$ cat src/rtl/sseg_pkg.sv
// Shared types and constants for the gear-indicator seven-segment scanner.
// Character and anode patterns are active-low.
package sseg_pkg;

  typedef enum logic [1:0] {
    GEAR_NONE = 2'b00,
    GEAR_D    = 2'b01,
    GEAR_N    = 2'b10,
    GEAR_R    = 2'b11
  } gear_t;

  typedef enum logic [1:0] {
    BLINK_IDLE = 2'b00,
    BLINK_OFF  = 2'b01,
    BLINK_ON   = 2'b10
  } blink_t;

  localparam logic [6:0] CHAR_D  = 7'b0100001;
  localparam logic [6:0] CHAR_N  = 7'b0101011;
  localparam logic [6:0] CHAR_R  = 7'b0101111;
  localparam logic [6:0] NO_CHAR = 7'b1111111;

  localparam logic [3:0] AN_0   = 4'b1110;
  localparam logic [3:0] AN_1   = 4'b1101;
  localparam logic [3:0] AN_2   = 4'b1011;
  localparam logic [3:0] AN_3   = 4'b0111;
  localparam logic [3:0] AN_OFF = 4'b1111;

  localparam logic [2:0] BLINK_LAST_HALF = 3'd5;

  function automatic logic [3:0] anode_for(input logic [1:0] idx);
    logic [3:0] an;
    case (idx)
      2'd0:    an = AN_0;
      2'd1:    an = AN_1;
      2'd2:    an = AN_2;
      2'd3:    an = AN_3;
      default: an = AN_OFF;
    endcase
    return an;
  endfunction

  // Each gear owns exactly one digit; every other digit stays dark.
  function automatic logic [6:0] char_for(input gear_t g, input logic [1:0] idx);
    logic [6:0] ch;
    case (g)
      GEAR_D:  ch = (idx == 2'd2) ? CHAR_D : NO_CHAR;
      GEAR_N:  ch = (idx == 2'd1) ? CHAR_N : NO_CHAR;
      GEAR_R:  ch = (idx == 2'd0) ? CHAR_R : NO_CHAR;
      default: ch = NO_CHAR;
    endcase
    return ch;
  endfunction

endpackage

$ cat src/rtl/sseg_prescaler.sv
// Free-running divider producing a one-cycle tick every DIV clocks.
module sseg_prescaler #(
  parameter int DIV = 4
) (
  input  logic clk,
  input  logic rst,
  output logic tick
);

  localparam int CW = (DIV > 1) ? $clog2(DIV) : 1;
  localparam logic [CW-1:0] LAST = CW'(DIV - 1);

  logic [CW-1:0] r_cnt;

  assign tick = (r_cnt == LAST);

  // Count 0..DIV-1 and wrap.
  always_ff @(posedge clk) begin
    if (!rst) begin
      r_cnt <= '0;
    end else if (tick) begin
      r_cnt <= '0;
    end else begin
      r_cnt <= r_cnt + CW'(1);
    end
  end

endmodule

$ cat src/rtl/sseg_scan.sv
// Four-digit multiplexed gear indicator (NONE/D/N/R) with registered outputs.
// Optional change-blink of the gear character is enabled by macro SSEG_BLINK_EN.
module sseg_scan
  import sseg_pkg::*;
#(
  parameter int CLK_HZ      = 100_000_000,
  parameter int REFRESH_HZ  = 1000,
  parameter int BLINK_TICKS = 250
) (
  input  logic       clk,
  input  logic       rst,
  input  logic [1:0] gear_in,
  input  logic       gear_vld,
  output logic [3:0] an_sel,
  output logic [6:0] char_sel
);

  localparam int DIV = CLK_HZ / REFRESH_HZ;

  logic       w_tick;
  logic       w_blank;
  logic [1:0] w_idx_next;
  gear_t      r_gear;
  logic [1:0] r_idx;
  logic [3:0] r_an;
  logic [6:0] r_char;

  sseg_prescaler #(
    .DIV (DIV)
  ) u_prescaler (
    .clk  (clk),
    .rst  (rst),
    .tick (w_tick)
  );

  assign w_idx_next = r_idx + 2'd1;

  // Held gear: loaded one cycle after any valid strobe.
  always_ff @(posedge clk) begin
    if (!rst) begin
      r_gear <= GEAR_NONE;
    end else if (gear_vld) begin
      r_gear <= gear_t'(gear_in);
    end else begin
      r_gear <= r_gear;
    end
  end

`ifdef SSEG_BLINK_EN
  localparam int BT_W = (BLINK_TICKS > 1) ? $clog2(BLINK_TICKS) : 1;
  localparam logic [BT_W-1:0] BT_LAST = BT_W'(BLINK_TICKS - 1);

  blink_t          r_blink;
  blink_t          w_blink_next;
  logic [2:0]      r_half;
  logic [2:0]      w_half_next;
  logic [BT_W-1:0] r_bt_cnt;
  logic [BT_W-1:0] w_bt_cnt_next;
  logic            w_start;

  // Only a real change of value (re)starts the blink; restart beats tick accounting.
  assign w_start = gear_vld && (gear_t'(gear_in) != r_gear);
  assign w_blank = (r_blink == BLINK_OFF);

  // Blink state and counters.
  always_ff @(posedge clk) begin
    if (!rst) begin
      r_blink  <= BLINK_IDLE;
      r_half   <= 3'd0;
      r_bt_cnt <= '0;
    end else begin
      r_blink  <= w_blink_next;
      r_half   <= w_half_next;
      r_bt_cnt <= w_bt_cnt_next;
    end
  end

  // Blink next-state: six half-periods of BLINK_TICKS scan ticks, off first.
  always_comb begin
    w_blink_next  = r_blink;
    w_half_next   = r_half;
    w_bt_cnt_next = r_bt_cnt;
    if (w_start) begin
      w_blink_next  = BLINK_OFF;
      w_half_next   = 3'd0;
      w_bt_cnt_next = '0;
    end else if (w_tick && (r_blink != BLINK_IDLE)) begin
      if (r_bt_cnt == BT_LAST) begin
        w_bt_cnt_next = '0;
        if (r_half == BLINK_LAST_HALF) begin
          w_blink_next = BLINK_IDLE;
          w_half_next  = 3'd0;
        end else begin
          w_half_next = r_half + 3'd1;
          case (r_blink)
            BLINK_OFF: w_blink_next = BLINK_ON;
            BLINK_ON:  w_blink_next = BLINK_OFF;
            default:   w_blink_next = BLINK_IDLE;
          endcase
        end
      end else begin
        w_bt_cnt_next = r_bt_cnt + BT_W'(1);
      end
    end else begin
      w_blink_next = r_blink;
    end
  end
`else
  assign w_blank = 1'b0;
`endif

  // Digit scan and output registers; both outputs move together on a tick.
  always_ff @(posedge clk) begin
    if (!rst) begin
      r_idx  <= 2'd3;
      r_an   <= AN_OFF;
      r_char <= NO_CHAR;
    end else if (w_tick) begin
      r_idx  <= w_idx_next;
      r_an   <= anode_for(w_idx_next);
      r_char <= w_blank ? NO_CHAR : char_for(r_gear, w_idx_next);
    end else begin
      r_idx  <= r_idx;
      r_an   <= r_an;
      r_char <= r_char;
    end
  end

  assign an_sel   = r_an;
  assign char_sel = r_char;

endmodule

$ cat config.mk
export PLATFORM = sky130hd
export DESIGN_NAME = sseg_scan
export DESIGN_NICKNAME = d
export VERILOG_FILES = /design/src/rtl/sseg_pkg.sv /design/src/rtl/sseg_prescaler.sv /design/src/rtl/sseg_scan.sv
export SDC_FILE = /design/constraint.sdc
export NUM_CORES = 1
export LEC_CHECK = 0
export BUFFER_PORTS_ARGS = -buffer_cell sky130_fd_sc_hd__buf_2
export CAP_MARGIN = 20
export CORE_AREA = 4 4 76 85
export DETAILED_ROUTE_END_ITERATION = 7
export DIE_AREA = 0 0 80 89
export GPL_TIMING_DRIVEN = 0
export PLACE_DENSITY = 0.39
export SLEW_MARGIN = 20
export SYNTH_ARGS = -nofsm -noshare
export SYNTH_HDL_FRONTEND = slang
export SYNTH_SLANG_ARGS = --single-unit
$ cat constraint.sdc
create_clock -name clk -period 1.9 [get_ports clk]
set_clock_uncertainty 0.05 [all_clocks]
set_input_delay 0.285 -clock clk [delete_from_list [all_inputs] [get_ports clk]]
set_output_delay 0.285 -clock clk [all_outputs]
set_load 0.02 [all_outputs]
Word-level counts from Yosys, hierarchy flattened
Cells that the tools add are included.

operators by class
  $add $sub $neg = 2
  shift-type cells = 0
  reduce and logical (&&, ||, !) cells = 2
  eq/ne operators = 7
  bitwise gates (word level) = 1
  muxes and demuxes = 5
  $lt $le $gt $ge = 0
  multipliers = 0
  divide/modulo/power cells = 0

operators with widths
  operator                 count
  $mux W7                  3
  $pmux W7 S3              1
  $add A17 B1 Y17 const B  1
  $eq A17 B17 Y1 const B   1
  $pmux W4 S4              1
  $eq A2 B2 Y1 const B     4
  $eq A2 B1 Y1 const B     2
  $add A2 B1 Y2 const B    1
  $logic_not A2 Y1         1
  $reduce_or A2 Y1         1
  $not A1 Y1               1

word-level totals
  memories = 0
  output and inout bits = 11
  flip-flop bits (word level) = 32
  latch bits = 0
  ROM bits = 0
  word-level logic and storage cells = 22
  RAM bits = 0

Logic depth before layout (Yosys ltp)
Gate-level depths: netlist of the first run.

  depth in word-level cells = 4
  depth in mapped cells = 6
  gate-level depth less buffers = 6

Cells and area by module
From an unflattened synthesis of the first run, not the netlist that was laid out.

second synthesis, totals
  cells, all modules = 148
  area, all modules = 1347.5 um^2

modules (own cells, without submodules)
  module          area an instance (um^2)  times used  cells an instance
  sseg_prescaler  792.0                    1           87
  sseg_scan       555.5                    1           61

Least setup slack after synthesis of the first run
OpenSTA, ideal clock, no wires.

  kind = reg2reg
  start = register u_prescaler.r_cnt[0]
  end = register r_an[2], in the netlist an_sel[2]
  path slack = 325 ps
  period minus slack after synthesis = 1575 ps
  buffers on the path = 1
  arrival = 1396 ps
  stages on the path, launching flop included = 7
  cells stage by stage = dfxtp_1 -> ha_1 -> and4_1 -> nand4_2 -> buf_2 -> mux2i_1 -> nand2_1

on the way
  word-level cells in the longest chain between the ends = 1

ends and longest elaborated chain
  what                    line                  RTL
  start, declared         sseg_prescaler.sv:13  logic [CW-1:0] r_cnt;
  start signal, assigned  sseg_prescaler.sv:24  r_cnt <= r_cnt + CW'(1);
  $eq A17 B17 Y1          sseg_prescaler.sv:15  assign tick = (r_cnt == LAST);
  end signal, assigned    sseg_scan.sv:120      r_an <= anode_for(w_idx_next);
  end signal, assigned    sseg_scan.sv:124      r_an <= r_an;
  end, declared           sseg_scan.sv:25       logic [3:0] r_an;

Every way passes these cells.
A chain may end at the register's enable or synchronous reset.

Worst setup path in the final report of the first run
  start = register u_prescaler.r_cnt[0]
  end = register u_prescaler.r_cnt[4]

on the way
  word-level cells in the longest chain between the ends = 2

ends and longest elaborated chain
  what
  parallel branches: the longest is 2 deep, another holds $add A17 B1 Y17

Several ways; the timed one is not identified.

==> summary.txt, run 1 <==
Comb pwr share -> 0.036
Router iterations before antenna repair -> 4
Vias per cell -> 4.27
Clock network fraction of design power -> 0.428
Ranking of synthesized cells by area -> dfxtp_1, ha_1, mux2i_1
Final layout net count -> 174
FF+latch count, synth -> 28
CTS HTree Levels -> 1
Critical Path Start Type -> register
Largest net degree at the start of global routing -> 17
Psw -> 229 µW
Synth Cell Area -> 1360 µm²
Place WS -> 65.1 ps
Worst IR Drop VDD -> 0.322 mV
HPWL after detailed placement -> 2010 µm
Die width -> 80 µm
Post-synth top area share -> 0.412
Post-layout instance area -> 1610 µm²
Max clock buf depth -> 2
Number of global-route vias before repair -> 1022
Final Hold Slack -> 206 ps
Leakage -> 0.682 nW
Wire per inst -> 11.1 µm
Fraction of layout cells with a size suffix above 1 -> 0.206
Post-layout min period -> 1730 ps
WL met2 -> 1360 µm
Run status -> finished clean
Area leader, netlist -> dfxtp_1
Number of buffers added on ports -> 13
Clock Latency Late Sink -> 280 ps
Total GRT Usage -> 0.0798
Crit Path Max Fanout -> 10
HP Class -> primary input to register
Worst setup EP type -> register
Syn avg cell area -> 9.58 µm²
Top Metal Used -> met4
Total grt overflow -> 0
Area post-placement -> 1530 µm²
Fin. max-slew vios -> 0
Total CTS buffers -> 3
Vias -> 1013
Commonest cells after routing, fill and taps aside -> dfxtp_1, nand2_1, nor2_1
Tcrit/Tclk final -> 0.911
PwrDens -> 698 nW/µm²
Clock sinks -> 28
Internal power -> 895 µW
Post-route ant nets -> 0
Peak Freq -> 578 MHz
Post-Route WL -> 2640 µm
Pwr Total -> 1.12 mW
Part of the power in registers -> 0.536
Initial drt markers -> 77
Sequential cell area fraction in the yosys report -> 0.412
Final Hold Viols -> 0
GPL Wtd Cong -> 0.810
Sum of negative setup slack -> 0 ps
Final setup violation count -> 0
Initial antenna violation count -> 0
WS Path Type -> register to register
CTS Hold Buffers Added -> 0
Req. time, crit path -> 2030 ps
Worst-path clk slew -> 100 ps
Ports -> 16
Residual DRC -> 0
Die area -> 7120 µm²
CTS Root Cell -> clkbuf_8
Layout area overhead -> 18.3%
First-pass GRT wire length -> 4500 µm
DRT met1 WL -> 1150 µm
CP Data Arrival Time -> 1860 ps
Core ar. -> 5660 µm²
Yosys cell types -> 36
Die Height -> 89 µm
N_diodes -> 0
Num rows -> 29
RSZ-0062 raised after global routing -> no
Commonest non-fill, non-tap cell in the layout -> dfxtp_1
Initial Util -> 0.240
Sw Ratio -> 0.204
DR WL met3 -> 100 µm
CTS tree -> done
Mapped Cells -> 142
Final setup margin -> 170 ps
MaxCap Viol Count -> 0
Synthesis Warnings -> 0
-- state kept, by name, summed over array words and instances (netlist names) --
register and count:
u_prescaler.r_cnt 17, an_sel 4, char_sel 3, r_gear 2, r_idx 2
-- cell families (layout without fill, tap and decap cells) --
kind of cell,Yosys count,in the layout,share of synthesized area
mux,9,9,0.0672
simple gates,61,61,0.265
fa+ha+maj,8,8,0.0736
flops,28,28,0.412
buf+inv,14,31,0.0543
compound gates,6,6,0.0285
xor+xnor,15,15,0.0966
other cells,1,2,0.00276
-- per-stage QoR --
| stage | util | cells |
|---|---|---|
| 6_report | 0.284 | 237 |
| 5_1_grt | 0.284 | 237 |
| 2_1_floorplan | - | 143 |
| 4_1_cts | 0.282 | 237 |
| 3_5_place_dp | 0.269 | 233 |
| 3_3_place_gp | 0.269 | 233 |
-- cell type report --
| class | instances | area, µm² |
|---|---|---|
| Buffer | 8 | 53.8 |
| Clock buffer | 3 | 41.3 |
| Clock inverter | 1 | 30.0 |
| Fill cell | 628 | 4050 |
| Inverter | 6 | 22.5 |
| Multi-Input combinational cell | 101 | 739 |
| Sequential cell | 28 | 561 |
| Tap cell | 77 | 96.3 |
| Timing Repair Buffer | 13 | 65.1 |
-- power groups by stage --
stage | registers (mW) | clock network, mW | logic (mW)
detailed placement | 0.616 | 0 | 0.0410
global route | 0.604 | 0.518 | 0.0446
finish | 0.602 | 0.481 | 0.0399
CTS | 0.603 | 0.504 | 0.0410
floorplan | 0.615 | 0 | 0.0290
global placement | 0.616 | 0 | 0.0410
-- critical path, stage by stage (launching register included) --
cell	delay, ps
dfxtp_1	390
ha_1	240
and4_2	330
nand4_4	130
nand2_1	210
buf_4	220
nor2_1	60
-- path summary, 6_finish.rpt --
check	start	end	slack, ps	cells past startpoint
max	u_prescaler.r_cnt[0]	u_prescaler.r_cnt[4]	170	6
min	gear_in[1]	r_gear[1]	210	3
max reg2reg	u_prescaler.r_cnt[0]	u_prescaler.r_cnt[4]	170	6
min reg2reg	u_prescaler.r_cnt[0]	u_prescaler.r_cnt[0]	420	1
-- routing by layer --
layer  vias up  GRT usage
li1        512          -
met1       481     0.0886
met2        18      0.145
met3         2     0.0282
met4         0     0.0200
met5         -          0
-- cells in the mapped netlist (all sizes together) --
cell	number
dfxtp	28
nand2	16
nor2	15
ha	8
mux2i	8
xnor2	8
xor2	7
buf	6
inv	6
nand3	6
nand4	6
and4	3
nor3	3
nor4b	3
clkbuf	2
nor2b	2
nor4	2
o211ai	2
o21ai	2
a21oi	1
and2	1
and3	1
and4b	1
conb	1
mux2	1
nand3b	1
o41ai	1
or3b	1
-- repair_timing --
action                     in CTS  in global routing
gates resized for setup         0                  4
buffers inserted                0                  0
setup endpoints to repair       0                 16
No activity file was read; power rests on OpenSTA's default activity.
==> run 2, diff against run 1 <==
--- a/config.mk
+++ b/config.mk
@@ -8,6 +8,7 @@
 export BUFFER_PORTS_ARGS = -buffer_cell sky130_fd_sc_hd__buf_2
 export CAP_MARGIN = 20
 export CORE_AREA = 4 4 76 85
+export CTS_BUF_LIST = sky130_fd_sc_hd__clkbuf_16
 export DETAILED_ROUTE_END_ITERATION = 7
 export DIE_AREA = 0 0 80 89
 export GPL_TIMING_DRIVEN = 0
==> run 2 against run 1 <==
Against the previous run:
- global-route usage is 0.15 points lower
- via count down 1.3%
- maximum frequency hardly changed
- setup slack is essentially flat
- critical path depth unchanged
- core utilization grew 0.60 points
- register-to-register slack about the same
- combinational power is essentially flat
==> summary.txt, run 2 (synthesis results as in run 1) <==
Largest stage delay on the critical path -> 370 ps (was 390 ps)
Clock Latency Late Sink -> 260 ps (was 280 ps)
Residual DRC -> 0 (unchanged)
First-pass GRT wire length -> 4440 µm (was 4500 µm)
PwrDens -> 772 nW/µm² (was 698 nW/µm²)
Layout area overhead -> 20.8% (was 18.3%)
Fraction of layout cells with a size suffix above 1 -> 0.206 (unchanged)
Wire per inst -> 11.0 µm (was 11.1 µm)
Final layout net count -> 174 (unchanged)
Crit path cell chain -> ha_1, and4_2, nand4_4, nand2_1, buf_4, nor2_1 (unchanged)
Initial Util -> 0.240 (unchanged)
Number of flip-flops in the largest register -> 17 (unchanged)
Crit Path Max Fanout -> 10 (unchanged)
Num rows -> 29 (unchanged)
Leakage -> 0.697 nW (was 0.682 nW)
RSZ-0062 raised after global routing -> no (unchanged)
Post-layout min period -> 1730 ps (about the same)
WS Path Type -> register to register (unchanged)
Final setup violation count -> 0 (unchanged)
Req. time, crit path -> 2010 ps (was 2030 ps)
Fin. max-slew vios -> 0 (unchanged)
Slowest cell on crit path -> dfxtp_1 (unchanged)
Tcrit/Tclk final -> 0.911 (about the same)
Commonest cells after routing, fill and taps aside -> dfxtp_1, nand2_1, nor2_1 (unchanged)
Worst-path clk slew -> 70 ps (was 100 ps)
Die area -> 7120 µm² (unchanged)
Total CTS buffers -> 3 (unchanged)
Initial drt markers -> 62 (was 77)
Max clock buf depth -> 2 (unchanged)
Biggest register -> u_prescaler.r_cnt (unchanged)
Peak Freq -> 578 MHz (about the same)
Sum of negative setup slack -> 0 ps (unchanged)
Post-route ant nets -> 0 (unchanged)
Vias per cell -> 4.22 (was 4.27)
Buf/Inv on CP -> 1 (unchanged)
CP Data Arrival Time -> 1840 ps (was 1860 ps)
Run status -> finished clean (unchanged)
Clock sinks -> 28 (unchanged)
Critical Path Start Type -> register (unchanged)
N_diodes -> 0 (unchanged)
Number of buffers added on ports -> 13 (unchanged)
HPWL after detailed placement -> 2010 µm (unchanged)
Die Height -> 89 µm (unchanged)
Commonest non-fill, non-tap cell in the layout -> dfxtp_1 (unchanged)
Ports -> 16 (unchanged)
CTS tree -> done (unchanged)
Number of global-route vias before repair -> 1027 (was 1022)
Worst setup EP type -> register (unchanged)
Final Hold Viols -> 0 (unchanged)
Router iterations before antenna repair -> 4 (unchanged)
Largest net degree at the start of global routing -> 17 (unchanged)
Worst IR Drop VDD -> 0.367 mV (was 0.322 mV)
Initial antenna violation count -> 0 (unchanged)
CTS Root Cell -> clkbuf_16 (was clkbuf_8)
Post-Route WL -> 2600 µm (was 2640 µm)
Total grt overflow -> 0 (unchanged)
Total GRT Usage -> 0.0783 (was 0.0798)
MaxCap Viol Count -> 0 (unchanged)
Die width -> 80 µm (unchanged)
Pwr Total -> 1.27 mW (was 1.12 mW)
HP Class -> primary input to register (unchanged)
Post-layout instance area -> 1640 µm² (was 1610 µm²)
Core ar. -> 5660 µm² (unchanged)
Cell family with most CP delay -> simple AND/OR/NAND/NOR gates (unchanged)
GPL Wtd Cong -> 0.810 (unchanged)
Vias -> 1000 (was 1013)
Final core occ -> 0.290 (was 0.284)
Area post-placement -> 1530 µm² (unchanged)
CTS HTree Levels -> 1 (unchanged)
## run 2: worst paths after layout
kind	end	cells past startpoint	start	slack [ps]
setup / recovery	u_prescaler.r_cnt[16]	6	u_prescaler.r_cnt[0]	170
hold / removal	r_gear[1]	3	gear_in[1]	230
setup reg to reg	u_prescaler.r_cnt[16]	6	u_prescaler.r_cnt[0]	170
hold reg to reg	u_prescaler.r_cnt[0]	1	u_prescaler.r_cnt[0]	410
## run 2: timing repair
item	in CTS	in global routing
resized for setup	0	4
endpoints found under the setup margin	0	16
buffers inserted	0	0
hold buffers	0	0
## run 2: layout make-up
type | instances | area, µm²
Buffer | 8 | 53.8
Sequential cell | 28 | 561
Tap cell | 77 | 96.3
Inverter | 6 | 22.5
Fill cell | 619 | 4020
Multi-Input combinational cell | 101 | 739
Clock buffer | 3 | 75.1
Timing Repair Buffer | 13 | 65.1
Clock inverter | 1 | 30.0
## run 2: metrics by stage
stage	setup slack (ps)	hold slack, ps	std cells
after floorplan	325	363	143
after global placement	44.7	395	233
after detailed placement	65.1	402	233
after CTS	53.8	227	237
after global routing	37.3	249	237
final	170	227	237
## run 2: metal layers
| layer | GRT usage | vias up | routed length [µm] |
|---|---|---|---|
| met3 | 0.0282 | 4 | 91 |
| li1 | - | 510 | - |
| met5 | 0 | - | 0 |
| met1 | 0.0861 | 470 | 1150 |
| met4 | 0.0184 | 0 | 30 |
| met2 | 0.144 | 16 | 1330 |
## run 2: power by group
part	internal [mW]	switching (mW)
combinational	0.0176	0.0224
sequential	0.594	0.00808
clock	0.420	0.207
total	1.03	0.237
## run 2: worst reg2reg max path, stage by stage, from the launching register on
cell and delay (ps):
dfxtp_1 370, ha_1 240, and4_2 330, nand4_4 130, nand2_1 210, buf_4 220
nor2_1 70
==> run 3, diff against run 2 <==
--- a/config.mk
+++ b/config.mk
@@ -13,6 +13,7 @@
 export DIE_AREA = 0 0 80 89
 export GPL_TIMING_DRIVEN = 0
 export PLACE_DENSITY = 0.39
+export RECOVER_POWER = 25
 export SLEW_MARGIN = 20
 export SYNTH_ARGS = -nofsm -noshare
 export SYNTH_HDL_FRONTEND = slang
==> run 3 against run 2 <==
Against the previous run:
- die area unchanged
- count of clock-buffer cells in the layout unchanged
- combinational power about the same
- power about the same
- core utilization decreased by 0.13 points
- critical endpoint unchanged
- largest cell class unchanged
==> summary.txt, run 3 (synthesis results as in run 1) <==
Peak Freq -> 578 MHz (about the same)
Core ar. -> 5660 µm² (unchanged)
Pwr Total -> 1.27 mW (about the same)
Largest stage delay on the critical path -> 370 ps (about the same)
CTS Hold Buffers Added -> 0 (unchanged)
Post-layout min period -> 1730 ps (about the same)
RSZ-0062 raised after global routing -> no (unchanged)
Cell count of the worst reg-to-reg path -> 6 (unchanged)
Layout area overhead -> 20.2% (was 20.8%)
Die width -> 80 µm (unchanged)
Fraction of layout cells with a size suffix above 1 -> 0.169 (was 0.206)
Cell family with most CP delay -> simple AND/OR/NAND/NOR gates (unchanged)
Internal power -> 1.03 mW (about the same)
CTS HTree Levels -> 1 (unchanged)
Total CTS buffers -> 3 (unchanged)
Die Height -> 89 µm (unchanged)
Vias per cell -> 4.22 (unchanged)
Num rows -> 29 (unchanged)
Hold Path Stages -> 3 (unchanged)
Final layout net count -> 174 (unchanged)
Comb pwr share -> 0.032 (about the same)
CTS tree -> done (unchanged)
CTS Root Cell -> clkbuf_16 (unchanged)
Worst setup EP type -> register (unchanged)
Wire per inst -> 10.9 µm (was 11.0 µm)
Psw -> 237 µW (about the same)
HPWL after detailed placement -> 2010 µm (unchanged)
Clock Latency Late Sink -> 260 ps (about the same)
Slowest cell on crit path -> dfxtp_1 (unchanged)
HP Class -> primary input to register (unchanged)
Buf/Inv on CP -> 1 (unchanged)
First-pass GRT wire length -> 4440 µm (unchanged)
Number of flip-flops in the largest register -> 17 (unchanged)
Clock network fraction of design power -> 0.494 (about the same)
Initial Util -> 0.240 (unchanged)
Number of buffers added on ports -> 13 (unchanged)
Flop-to-flop setup slack -> 170 ps (about the same)
Vias -> 1000 (unchanged)
Post-layout instance area -> 1640 µm² (about the same)
Sw Ratio -> 0.187 (about the same)
Crit path cell chain -> ha_1, and4_2, nand4_4, nand2_1, buf_4, nor2_1 (unchanged)
MaxCap Viol Count -> 0 (unchanged)
Area post-placement -> 1530 µm² (unchanged)
Max clock buf depth -> 2 (unchanged)
PwrDens -> 776 nW/µm² (was 772 nW/µm²)
FF-to-FF Start -> u_prescaler.r_cnt[0] (unchanged)
WHS Endpoint -> r_gear[1] (unchanged)
HP Start -> gear_in[1] (unchanged)
N_diodes -> 0 (unchanged)
Filler cells -> 622 (was 619)
Worst IR Drop VDD -> 0.367 mV (unchanged)
R2R Path End -> u_prescaler.r_cnt[16] (unchanged)
Initial antenna violation count -> 0 (unchanged)
Initial drt markers -> 62 (unchanged)
Part of the power in registers -> 0.475 (about the same)
Leakage -> 0.690 nW (was 0.697 nW)
Commonest non-fill, non-tap cell in the layout -> dfxtp_1 (unchanged)
Critical Path Start Type -> register (unchanged)
Crit Path Max Fanout -> 10 (unchanged)
GPL Wtd Cong -> 0.810 (unchanged)
Crit. Startpoint -> u_prescaler.r_cnt[0] (unchanged)
Clock sinks -> 28 (unchanged)
Total GRT Usage -> 0.0783 (unchanged)
Post-Route WL -> 2590 µm (was 2600 µm)
Req. time, crit path -> 2010 ps (about the same)
Die area -> 7120 µm² (unchanged)
CP Data Arrival Time -> 1840 ps (about the same)
Commonest cells after routing, fill and taps aside -> dfxtp_1, nand2_1, nor2_1 (unchanged)
Tcrit/Tclk final -> 0.911 (about the same)
Worst-path clk slew -> 70 ps (about the same)
Sum of negative setup slack -> 0 ps (unchanged)
Biggest register -> u_prescaler.r_cnt (unchanged)
Largest net degree at the start of global routing -> 17 (unchanged)
Final setup violation count -> 0 (unchanged)
Total grt overflow -> 0 (unchanged)
Residual DRC -> 0 (unchanged)
Fin. max-slew vios -> 0 (unchanged)
Ports -> 16 (unchanged)
Final Hold Viols -> 0 (unchanged)
Post-route ant nets -> 0 (unchanged)
Router iterations before antenna repair -> 4 (unchanged)
WS Path Type -> register to register (unchanged)
Number of global-route vias before repair -> 1027 (unchanged)
Run status -> finished clean (unchanged)
run 3: through the flow:
stage / hold slack, ps / setup WS, ps / cells / util
after detailed placement: 402 / 65.1 / 233 / 0.269
after global routing: 249 / 37.3 / 237 / 0.289
final: 227 / 170 / 237 / 0.289
after global placement: 395 / 44.7 / 233 / 0.269
after CTS: 227 / 53.8 / 237 / 0.288
after floorplan: 363 / 325 / 143 / -
run 3: repair_timing:
action	in CTS	in global routing
resized for setup	0	4
setup endpoints to repair	0	16
setup buffers	0	0
run 3: metal layers:
layer	GRT usage	wire [µm]
met2	0.144	1330
met4	0.0184	30
met1	0.0861	1140
met3	0.0282	93
met5	0	0
run 3: how the worst max path moves through the flow:
stage	end	slack, ps	cells past startpoint
global route	u_prescaler.r_cnt[0]	40	6
detailed placement	an_sel[2]	70	6
finish	u_prescaler.r_cnt[16]	170	6
global placement	u_prescaler.r_cnt[10]	40	6
floorplan	an_sel[2]	320	6
CTS	an_sel[2]	50	6
run 3: worst min-delay path: cells and delay by family:
kind,cells,cell delay [ps]
muxes,1,50
and+or+nand+nor,1,90
buffers and inverters,1,80
run 3: area by class of cell:
cell class | instances | area [µm²] | share of cell area
Buffer | 8 | 53.8 | 0.0329
Timing Repair Buffer | 13 | 57.6 | 0.0352
Tap cell | 77 | 96.3 | 0.0589
Clock inverter | 1 | 30.0 | 0.0184
Multi-Input combinational cell | 101 | 739 | 0.452
Sequential cell | 28 | 561 | 0.343
Clock buffer | 3 | 75.1 | 0.0459
Inverter | 6 | 22.5 | 0.0138
run 3: power by group through the flow:
stage / combinational, mW / clock, mW / sequential [mW]
after floorplan: 0.0290 / 0 / 0.615
after global placement: 0.0410 / 0 / 0.616
after detailed placement: 0.0410 / 0 / 0.616
after CTS: 0.0411 / 0.654 / 0.602
after global routing: 0.0446 / 0.668 / 0.603
final: 0.0400 / 0.626 / 0.602
